`src/rtl/rm_ctrl_pkg.sv`:
```
// Shared types and defaults for the RM decoupling controller.
package rm_ctrl_pkg;

  typedef enum logic [2:0] {
    ST_ACTIVE    = 3'd0,
    ST_DRAIN     = 3'd1,
    ST_DECOUPLED = 3'd2,
    ST_RESET_RM  = 3'd3
  } rm_state_t;

  localparam int DEF_QUIET_CYCLES  = 16;
  localparam int DEF_DRAIN_TIMEOUT = 1024;
  localparam int DEF_RST_HOLD      = 8;

  // Wide enough to hold max_val itself so counters can saturate on it.
  function automatic int cnt_width(input int max_val);
    return $clog2(max_val) + 1;
  endfunction

endpackage

```
`src/rtl/rm_quiet_timer.sv`:
```
// Drain supervision: quiet counter (idle RM output cycles) and overall drain timeout.
// Both counters run only while start is high; clear restarts the quiet count.
module rm_quiet_timer
  import rm_ctrl_pkg::*;
#(
  parameter int QUIET_CYCLES  = DEF_QUIET_CYCLES,
  parameter int DRAIN_TIMEOUT = DEF_DRAIN_TIMEOUT
) (
  input  logic clk,
  input  logic rst_n,
  input  logic start,
  input  logic clear,
  output logic done,
  output logic timeout
);

  localparam int QW = cnt_width(QUIET_CYCLES);
  localparam int TW = cnt_width(DRAIN_TIMEOUT);
  localparam logic [QW-1:0] QUIET_MAX   = QW'(QUIET_CYCLES);
  localparam logic [TW-1:0] TIMEOUT_MAX = TW'(DRAIN_TIMEOUT);

  logic [QW-1:0] quiet_reg, quiet_next;
  logic [TW-1:0] time_reg, time_next;

  always_comb begin
    quiet_next = quiet_reg;
    time_next  = time_reg;
    if (!start) begin
      quiet_next = '0;
      time_next  = '0;
    end else begin
      if (clear) begin
        quiet_next = '0;
      end else if (quiet_reg != QUIET_MAX) begin
        quiet_next = quiet_reg + QW'(1);
      end
      if (time_reg != TIMEOUT_MAX) begin
        time_next = time_reg + TW'(1);
      end
    end
  end

  always_ff @(posedge clk) begin
    if (!rst_n) begin
      quiet_reg <= '0;
      time_reg  <= '0;
    end else begin
      quiet_reg <= quiet_next;
      time_reg  <= time_next;
    end
  end

  // Flag on the cycle the count reaches its limit so the FSM exits on that edge.
  assign done    = start && (quiet_next == QUIET_MAX);
  assign timeout = start && (time_next == TIMEOUT_MAX);

endmodule

```
`src/rtl/rm_decouple_ctrl.sv`:
```
// Sequences isolation, reset and reconnection of one reconfigurable module on AXI-stream.
// Define RM_BEAT_CNT_EN to build the in_beats/out_beats handshake counters.
module rm_decouple_ctrl
  import rm_ctrl_pkg::*;
#(
  parameter int QUIET_CYCLES  = DEF_QUIET_CYCLES,
  parameter int DRAIN_TIMEOUT = DEF_DRAIN_TIMEOUT,
  parameter int RST_HOLD      = DEF_RST_HOLD,
  parameter int GPIO_W        = 10
) (
  input  logic              clk,
  input  logic              rst_n,
  input  logic [31:0]       s_TDATA,
  input  logic              s_TVALID,
  output logic              s_TREADY,
  output logic [31:0]       rm_a_TDATA,
  output logic              rm_a_TVALID,
  input  logic              rm_a_TREADY,
  input  logic [31:0]       rm_b_TDATA,
  input  logic              rm_b_TVALID,
  output logic              rm_b_TREADY,
  output logic [31:0]       m_TDATA,
  output logic              m_TVALID,
  input  logic              m_TREADY,
  input  logic              rm_irq,
  input  logic [GPIO_W-1:0] rm_gpio,
  output logic [GPIO_W-1:0] gpio,
  output logic              rm_rst_n,
  input  logic              pr_req,
  output logic              pr_ack,
  input  logic              pr_done,
  output logic              irq,
  input  logic              irq_clr,
  output logic              drain_err,
  output logic [2:0]        state,
  output logic [31:0]       in_beats,
  output logic [31:0]       out_beats
);

  localparam int HW = cnt_width(RST_HOLD);
  localparam logic [HW-1:0] HOLD_INIT = HW'(RST_HOLD);

  rm_state_t     state_reg;
  logic [HW-1:0] hold_reg;
  logic          rm_rst_n_reg;
  logic          pr_ack_reg;
  logic          irq_reg;
  logic          drain_err_reg;

  logic quiet_done;
  logic drain_timeout;
  logic in_drain;
  logic reset_done;
  logic irq_set;
  logic gpio_en;

  assign in_drain   = (state_reg == ST_DRAIN);
  assign reset_done = (state_reg == ST_RESET_RM) && (hold_reg <= HW'(1));
  assign irq_set    = ((state_reg == ST_ACTIVE) && rm_irq) || reset_done;

  rm_quiet_timer #(
    .QUIET_CYCLES (QUIET_CYCLES),
    .DRAIN_TIMEOUT(DRAIN_TIMEOUT)
  ) u_timer (
    .clk    (clk),
    .rst_n  (rst_n),
    .start  (in_drain),
    .clear  (rm_b_TVALID),
    .done   (quiet_done),
    .timeout(drain_timeout)
  );

  always_ff @(posedge clk) begin
    if (!rst_n) begin
      state_reg     <= ST_RESET_RM;
      hold_reg      <= HOLD_INIT;
      rm_rst_n_reg  <= 1'b0;
      pr_ack_reg    <= 1'b0;
      irq_reg       <= 1'b0;
      drain_err_reg <= 1'b0;
    end else begin
      case (state_reg)
        ST_ACTIVE: begin
          // Never withdraw a beat the RM has not yet accepted.
          if (pr_req && !(s_TVALID && !rm_a_TREADY)) begin
            state_reg <= ST_DRAIN;
          end
        end
        ST_DRAIN: begin
          // A forced exit still waits for any stalled output beat to move.
          if (quiet_done || (drain_timeout && !(rm_b_TVALID && !m_TREADY))) begin
            state_reg    <= ST_DECOUPLED;
            pr_ack_reg   <= 1'b1;
            rm_rst_n_reg <= 1'b0;
            if (!quiet_done) begin
              drain_err_reg <= 1'b1;
            end
          end
        end
        ST_DECOUPLED: begin
          if (pr_done) begin
            state_reg  <= ST_RESET_RM;
            pr_ack_reg <= 1'b0;
            hold_reg   <= HOLD_INIT;
          end
        end
        ST_RESET_RM: begin
          if (reset_done) begin
            state_reg    <= ST_ACTIVE;
            rm_rst_n_reg <= 1'b1;
          end else begin
            hold_reg <= hold_reg - HW'(1);
          end
        end
        default: begin
          state_reg    <= ST_RESET_RM;
          hold_reg     <= HOLD_INIT;
          rm_rst_n_reg <= 1'b0;
          pr_ack_reg   <= 1'b0;
        end
      endcase

      if (irq_set) begin
        irq_reg <= 1'b1;
      end else if (irq_clr) begin
        irq_reg <= 1'b0;
      end
    end
  end

  // Stream gating is purely combinational on the registered state.
  always_comb begin
    rm_a_TDATA  = s_TDATA;
    m_TDATA     = rm_b_TDATA;
    rm_a_TVALID = 1'b0;
    s_TREADY    = 1'b0;
    m_TVALID    = 1'b0;
    rm_b_TREADY = 1'b1;
    case (state_reg)
      ST_ACTIVE: begin
        rm_a_TVALID = s_TVALID;
        s_TREADY    = rm_a_TREADY;
        m_TVALID    = rm_b_TVALID;
        rm_b_TREADY = m_TREADY;
      end
      ST_DRAIN: begin
        m_TVALID    = rm_b_TVALID;
        rm_b_TREADY = m_TREADY;
      end
      default: begin
        rm_b_TREADY = 1'b1;
      end
    endcase
  end

  assign gpio_en = (state_reg == ST_ACTIVE) || (state_reg == ST_DRAIN);

  for (genvar gi = 0; gi < GPIO_W; gi++) begin : g_gpio
    assign gpio[gi] = rm_gpio[gi] & gpio_en;
  end

  assign rm_rst_n  = rm_rst_n_reg;
  assign pr_ack    = pr_ack_reg;
  assign irq       = irq_reg;
  assign drain_err = drain_err_reg;
  assign state     = state_reg;

`ifdef RM_BEAT_CNT_EN
  logic [31:0] in_beats_reg;
  logic [31:0] out_beats_reg;

  // Survive reconfiguration; only a controller reset clears them.
  always_ff @(posedge clk) begin
    if (!rst_n) begin
      in_beats_reg  <= '0;
      out_beats_reg <= '0;
    end else begin
      if (s_TVALID && s_TREADY) begin
        in_beats_reg <= in_beats_reg + 32'd1;
      end
      if (m_TVALID && m_TREADY) begin
        out_beats_reg <= out_beats_reg + 32'd1;
      end
    end
  end

  assign in_beats  = in_beats_reg;
  assign out_beats = out_beats_reg;
`else
  assign in_beats  = '0;
  assign out_beats = '0;
`endif

endmodule

```
`config.mk`:
```
export PLATFORM = sky130hd
export DESIGN_NAME = rm_decouple_ctrl
export DESIGN_NICKNAME = d
export VERILOG_FILES = /design/src/rtl/rm_ctrl_pkg.sv /design/src/rtl/rm_quiet_timer.sv /design/src/rtl/rm_decouple_ctrl.sv
export SDC_FILE = /design/constraint.sdc
export NUM_CORES = 1
export LEC_CHECK = 0
export BUFFER_PORTS_ARGS = -buffer_cell sky130_fd_sc_hd__buf_4
export CORE_AREA = 2 2 90 92
export CTS_CLUSTER_SIZE = 30
export DETAILED_ROUTE_END_ITERATION = 8
export DIE_AREA = 0 0 92 94
export PLACE_DENSITY = 0.83
export SLEW_MARGIN = 10
export SYNTH_ARGS = -nofsm -noshare
export SYNTH_HDL_FRONTEND = slang
export SYNTH_SLANG_ARGS = --single-unit
export TNS_END_PERCENT = 20
```
`constraint.sdc`:
```
create_clock -name clk -period 4.3 [get_ports clk]
set_input_delay 0.86 -clock clk [delete_from_list [all_inputs] [get_ports clk]]
set_output_delay 0.86 -clock clk [all_outputs]
set_load 0.005 [all_outputs]
```
==> qor.txt, run 1 <==
Fmax: 338 MHz
leading area contributor after synthesis: buf_4
FP Rows: 32
WP buf/inv: 2
clock sink count: 26
P_leak: 1.05 nW
Die X-Extent: 92 µm
setup repair bufs after CTS: 0
Slew Viols, Final: 0
first-pass GRT wire length: 8040 µm
Finished Layout Cells: 397
die area: 8650 µm²
area delta synth->final: -11.2%
DRC Markers: 0
WS Path Type: flop to output port
CTS clk-pin slew, worst paths: 0.09 ns
final period utilization: 68.8%
Cell Pwr Density: 344 nW/µm²
Storage cell area: 520 µm²
Syn. warnings: 0
fraction of layout instances using a drive strength above 1: 16.3%
Seq/Total Area, Yosys: 20.3%
via count: 1,730
root buf cell: clkbuf_8
critical path's top delay family: simple AND/OR/NAND/NOR gates
core area: 7610 µm²
Max Root-Sink Buffers: 2
Final #Nets: 390
RSZ-0062 raised after global routing: no
initial antenna violation count: 0
Initial Util: 33.7%
grt ovf: 0
slowest stage cell, crit path: nor2_1
CTS tree: yes
Placer Congestion: 0.955
post-CTS sizing: 0
outcome: finished, final reports clean
Critical Path End Type: output port
Worst Skew: 0.00237 ns
synth top area cells: buf_4, dfxtp_1, ha_1
Tmin final: 2.96 ns
setup TNS: 0 ns
WP data required: 3.44 ns
Max VDD drop: 0.131 mV
Hold Violations, Final: 0
worst min-delay path category: flop to flop
chip height: 94 µm
crit path launch type: flop
main flop type after synthesis: dfxtp_1
all-layer global routing usage: 12.2%
hold buffers post-CTS: 0
vias per inst: 4.36
top-area cell type share of the netlist area: 37.7%
Layout fillers: 810
cells after synthesis: 325
most common cell in the netlist: buf_4
drt first pass iters: 4
drt first-iter violations: 101
Final setup viols: 0
post-DP HPWL: 4700 µm
max_slew headroom: 45.0%
synthesized area: 2570 µm²
Crit path largest cell delay: 0.66 ns
crit-path max FO: 12
# Max-Cap Violations: 0
vias in the first global route: 1,512
ant diodes: 0
largest net degree at the start of global routing: 15
ANT nets after route: 0
CTS H-tree depth: 1
Worst Max-Slew Pin Slew: 0.821 ns
io pins: 233
ys async rst share: 0%
CP arrival: 2.10 ns
port buffer count: 39
pre-CTS setup slack: 1.62 ns
worst setup margin: 1.34 ns
WL final: 5690 µm
Post-synth EDFFs: 0
CTS buffer count: 3
CP Cell Sequence: inv_1 > ha_1 > nor2_1 > nor2b_1 > buf_4
WL per Instance: 14.3 µm
area taken by multi-input logic gates: 1230 µm²
Synth top cells by count: buf_4, dfxtp_1, nor2_1, nor2b_1, inv_1
max reg flops: 11
Skew-Pair Late Insertion Delay: 0.28 ns
register bit total from synthesis: 26
Synth cell types: 46
placed insts: 393
syn_area_per_cell: 7.90 µm²
## placed cells by master (no fill, tap or decap), types with 2 or more instances in the layout
cell / instances
a222oi_1: 2
xnor2_1: 8
and2_1: 2
xor2_1: 6
dfxtp_1: 26
o21ai_0: 6
conb_1: 65
nor3b_1: 5
nor2_1: 20
a211oi_1: 2
o21a_1: 2
nor4_1: 2
nor2b_1: 17
a21oi_1: 8
or3_1: 2
nand2_1: 9
o21ai_1: 2
buf_4: 39
inv_1: 14
ha_1: 10
nand4_1: 4
clkbuf_8: 4
nand3_1: 9
mux2i_1: 3
nor3_1: 8
## where the power goes
group | internal, W | switching [W]
Clock | 0.0000821 | 0.0000817
Sequential | 0.000268 | 0.0000310
Combinational | 0.000144 | 0.000177
Total | 0.000495 | 0.000290
## worst reg2reg max path, delay by kind of cell (launching register included)
| family | cells | cell delay [ns] |
|---|---|---|
| AOI/OAI and AO/OA | 1 | 0.18 |
| adders and majority gates | 1 | 0.14 |
| buffers and inverters | 1 | 0.13 |
| DFF | 1 | 0.40 |
| muxes | 1 | 0.21 |
| and+or+nand+nor | 4 | 1.49 |
## routing by layer
layer	wire (µm)	global-route usage, %
met4	78	3.48
met2	3000	22.7
met3	563	4.57
met5	0	0
met1	2050	12.8
## final cells by class
type	instances	area share (%)
clock buffer	4	2.41
sequential	26	22.8
tap	102	5.60
timing repair buffer	39	12.8
multi-input combinational	212	54.0
inverter	14	2.31
## worst paths after layout
path | startpoint | cells after the start | end | slack, ns
min | drain_err$_SDFFE_PN0P_ | 1 | drain_err$_SDFFE_PN0P_ | 0.50
min reg2reg | drain_err$_SDFFE_PN0P_ | 1 | drain_err$_SDFFE_PN0P_ | 0.50
max reg2reg | u_timer.time_reg[0]$_SDFF_PN0_ | 8 | rm_rst_n$_SDFFE_PN0P_ | 1.69
max | state[0]$_SDFFE_PN1P_ | 5 | gpio[7] | 1.34
## through the flow
step / hold slack, ns / utilization (%) / instance area [µm²] / power, W
after floorplan: 0.464 / - / 2810 / 0.000599
after global placement: 0.465 / 29.2 / 2220 / 0.000611
after detailed placement: 0.475 / 29.2 / 2220 / 0.000622
after CTS: 0.507 / 30.0 / 2280 / 0.000787
after global routing: 0.528 / 30.0 / 2280 / 0.000841
final: 0.496 / 30.0 / 2280 / 0.000785
## logic make-up (layout without fill, tap and decap cells)
family | Yosys count | in the layout | synth area share, %
flip-flops | 26 | 26 | 20.3
AND/OR/NAND/NOR | 88 | 88 | 19.3
AO/OA/AOI/OAI | 31 | 31 | 7.95
adder cells (fa/ha/maj) | 10 | 10 | 4.88
buffers and inverters | 151 | 57 | 41.1
other | 1 | 65 | 0.146
XOR/XNOR | 14 | 14 | 4.78
multiplexers | 4 | 4 | 1.61
(Power assumes the default switching activity.)
==> inputs of run 2 (changes only) <==
Settings changed: CORE_AREA 2 2 90 92 to not set, CORE_MARGIN set to 2, CORE_UTILIZATION set to 34, DIE_AREA 0 0 92 94 to not set, PLACE_DENSITY 0.83 to 0.87.
Clock period 4.3 ns to 2.4 ns, I/O delays scaled along.
==> qor.txt, run 2 (synthesis gave the netlist of run 1 again) <==
outcome: finished, final reports clean
hold buffers post-CTS: 0
Crit path largest cell delay: 0.57 ns
# Max-Cap Violations: 0
WS Path Type: flop to flop
FF-to-FF setup slack: 0.13 ns
ant diodes: 0
FP Rows: 31
core area: 7290 µm²
Worst Skew: 0.00561 ns
Tmin final: 2.27 ns
Final #Nets: 396
Pwr Total: 0.00152 W
CP arrival: 2.48 ns
DRC Markers: 0
pre-CTS setup slack: 0.0425 ns
Die X-Extent: 90.9 µm
WL per Instance: 13.8 µm
Fmax: 441 MHz
post-DP HPWL: 4650 µm
drt first-iter violations: 111
P_leak: 1.08 nW
vias in the first global route: 1,525
Critical Path End Type: flop
Final setup viols: 0
worst setup margin: 0.130 ns
Initial Util: 35.2%
crit path launch type: flop
via count: 1,729
CTS tree: yes
clock sink count: 26
ANT nets after route: 0
slowest stage cell, crit path: or4b_4
max reg flops: 11
Hold Violations, Final: 0
fraction of layout instances using a drive strength above 1: 19.6%
port buffer count: 39
setup TNS: 0 ns
Cell Pwr Density: 644 nW/µm²
all-layer global routing usage: 12.6%
drt first pass iters: 4
vias per inst: 4.32
Max Root-Sink Buffers: 2
commonest non-fill, non-tap cell in the layout: conb_1
Layout fillers: 763
CP Cell Sequence: inv_1 > ha_1 > nor4b_2 > nand4b_1 > mux2i_1 > or4b_4 > or3b_1 > a22oi_1
die area: 8260 µm²
first-pass GRT wire length: 8190 µm
crit-path max FO: 8
largest net degree at the start of global routing: 16
CTS clk-pin slew, worst paths: 0.10 ns
chip height: 90.9 µm
Max VDD drop: 0.256 mV
area delta synth->final: -8.09%
initial antenna violation count: 0
WP data required: 2.61 ns
CTS buffer count: 3
RSZ-0062 raised after global routing: yes
CTS H-tree depth: 1
most frequent cells in the layout: conb_1, buf_4, dfxtp_1
Slew Viols, Final: 0
Skew-Pair Late Insertion Delay: 0.28 ns
io pins: 233
final period utilization: 94.6%
grt ovf: 0
Placer Congestion: 0.818
WL final: 5530 µm
worst min-delay path category: input pin to flop
root buf cell: clkbuf_8
run 2: changes by cell type in the layout (fill, tap and decap cells not counted), sizes merged:
cell	previous run	this run
bufinv	0	1
buf	39	45
clkbuf	4	3
run 2: power by group:
group | leakage, nW | switching (W) | internal [W]
clock network | 0.0357 | 0.000155 | 0.000224
logic | 0.836 | 0.000326 | 0.000285
registers | 0.212 | 0.0000494 | 0.000481
run 2: path summary, 6_finish.rpt:
path	from	to	depth (start not counted)
min	rm_b_TVALID	u_timer.quiet_reg[0]$_SDFF_PN0_	2
min reg2reg	drain_err$_SDFFE_PN0P_	drain_err$_SDFFE_PN0P_	1
max	u_timer.time_reg[1]$_SDFF_PN0_	rm_rst_n$_SDFFE_PN0P_	8
max reg2reg	u_timer.time_reg[1]$_SDFF_PN0_	rm_rst_n$_SDFFE_PN0P_	8
run 2: worst max-delay path, delay by kind of cell, from the launching register on:
| family | cells | cell delay, ns |
|---|---|---|
| simple gates | 4 | 1.26 |
| flops | 1 | 0.38 |
| compound gates | 1 | 0.18 |
| mux | 1 | 0.16 |
| fa+ha+maj | 1 | 0.14 |
| buf+inv | 1 | 0.07 |
run 2: area by class of cell:
class / instances / area, µm² / share of cell area [%]
Multi-Input combinational cell: 212 / 1250 / 52.9
Sequential cell: 26 / 526 / 22.3
Timing Repair Buffer: 45 / 338 / 14.3
Tap cell: 99 / 124 / 5.25
Inverter: 14 / 52.6 / 2.23
Clock buffer: 3 / 41.3 / 1.75
Clock inverter: 1 / 30.0 / 1.27
run 2: metal layers:
metal | track usage, % | up-vias | wire (µm) | part of all wire [%]
met5 | 0 | - | 0 | 0
met4 | 2.90 | 0 | 41 | 0.74
met3 | 5.93 | 5 | 633 | 11
met2 | 23.6 | 124 | 2970 | 54
met1 | 12.6 | 778 | 1880 | 34
li1 | - | 822 | - | -
run 2: repair_timing:
action,CTS,global route
setup endpoints to repair,4,11
gates resized for setup,1,6
setup buffers,0,1
cloned,0,0
pin swaps,0,1
run 2: metrics by stage:
stage / hold WS [ns] / cells / util, % / cell area, µm²
floorplan: 0.464 / 389 / - / 2810
global placement: 0.461 / 395 / 31.0 / 2260
detailed placement: 0.463 / 395 / 31.0 / 2260
CTS: 0.429 / 399 / 32.0 / 2330
global route: 0.435 / 400 / 32.3 / 2360
finish: 0.427 / 400 / 32.3 / 2360
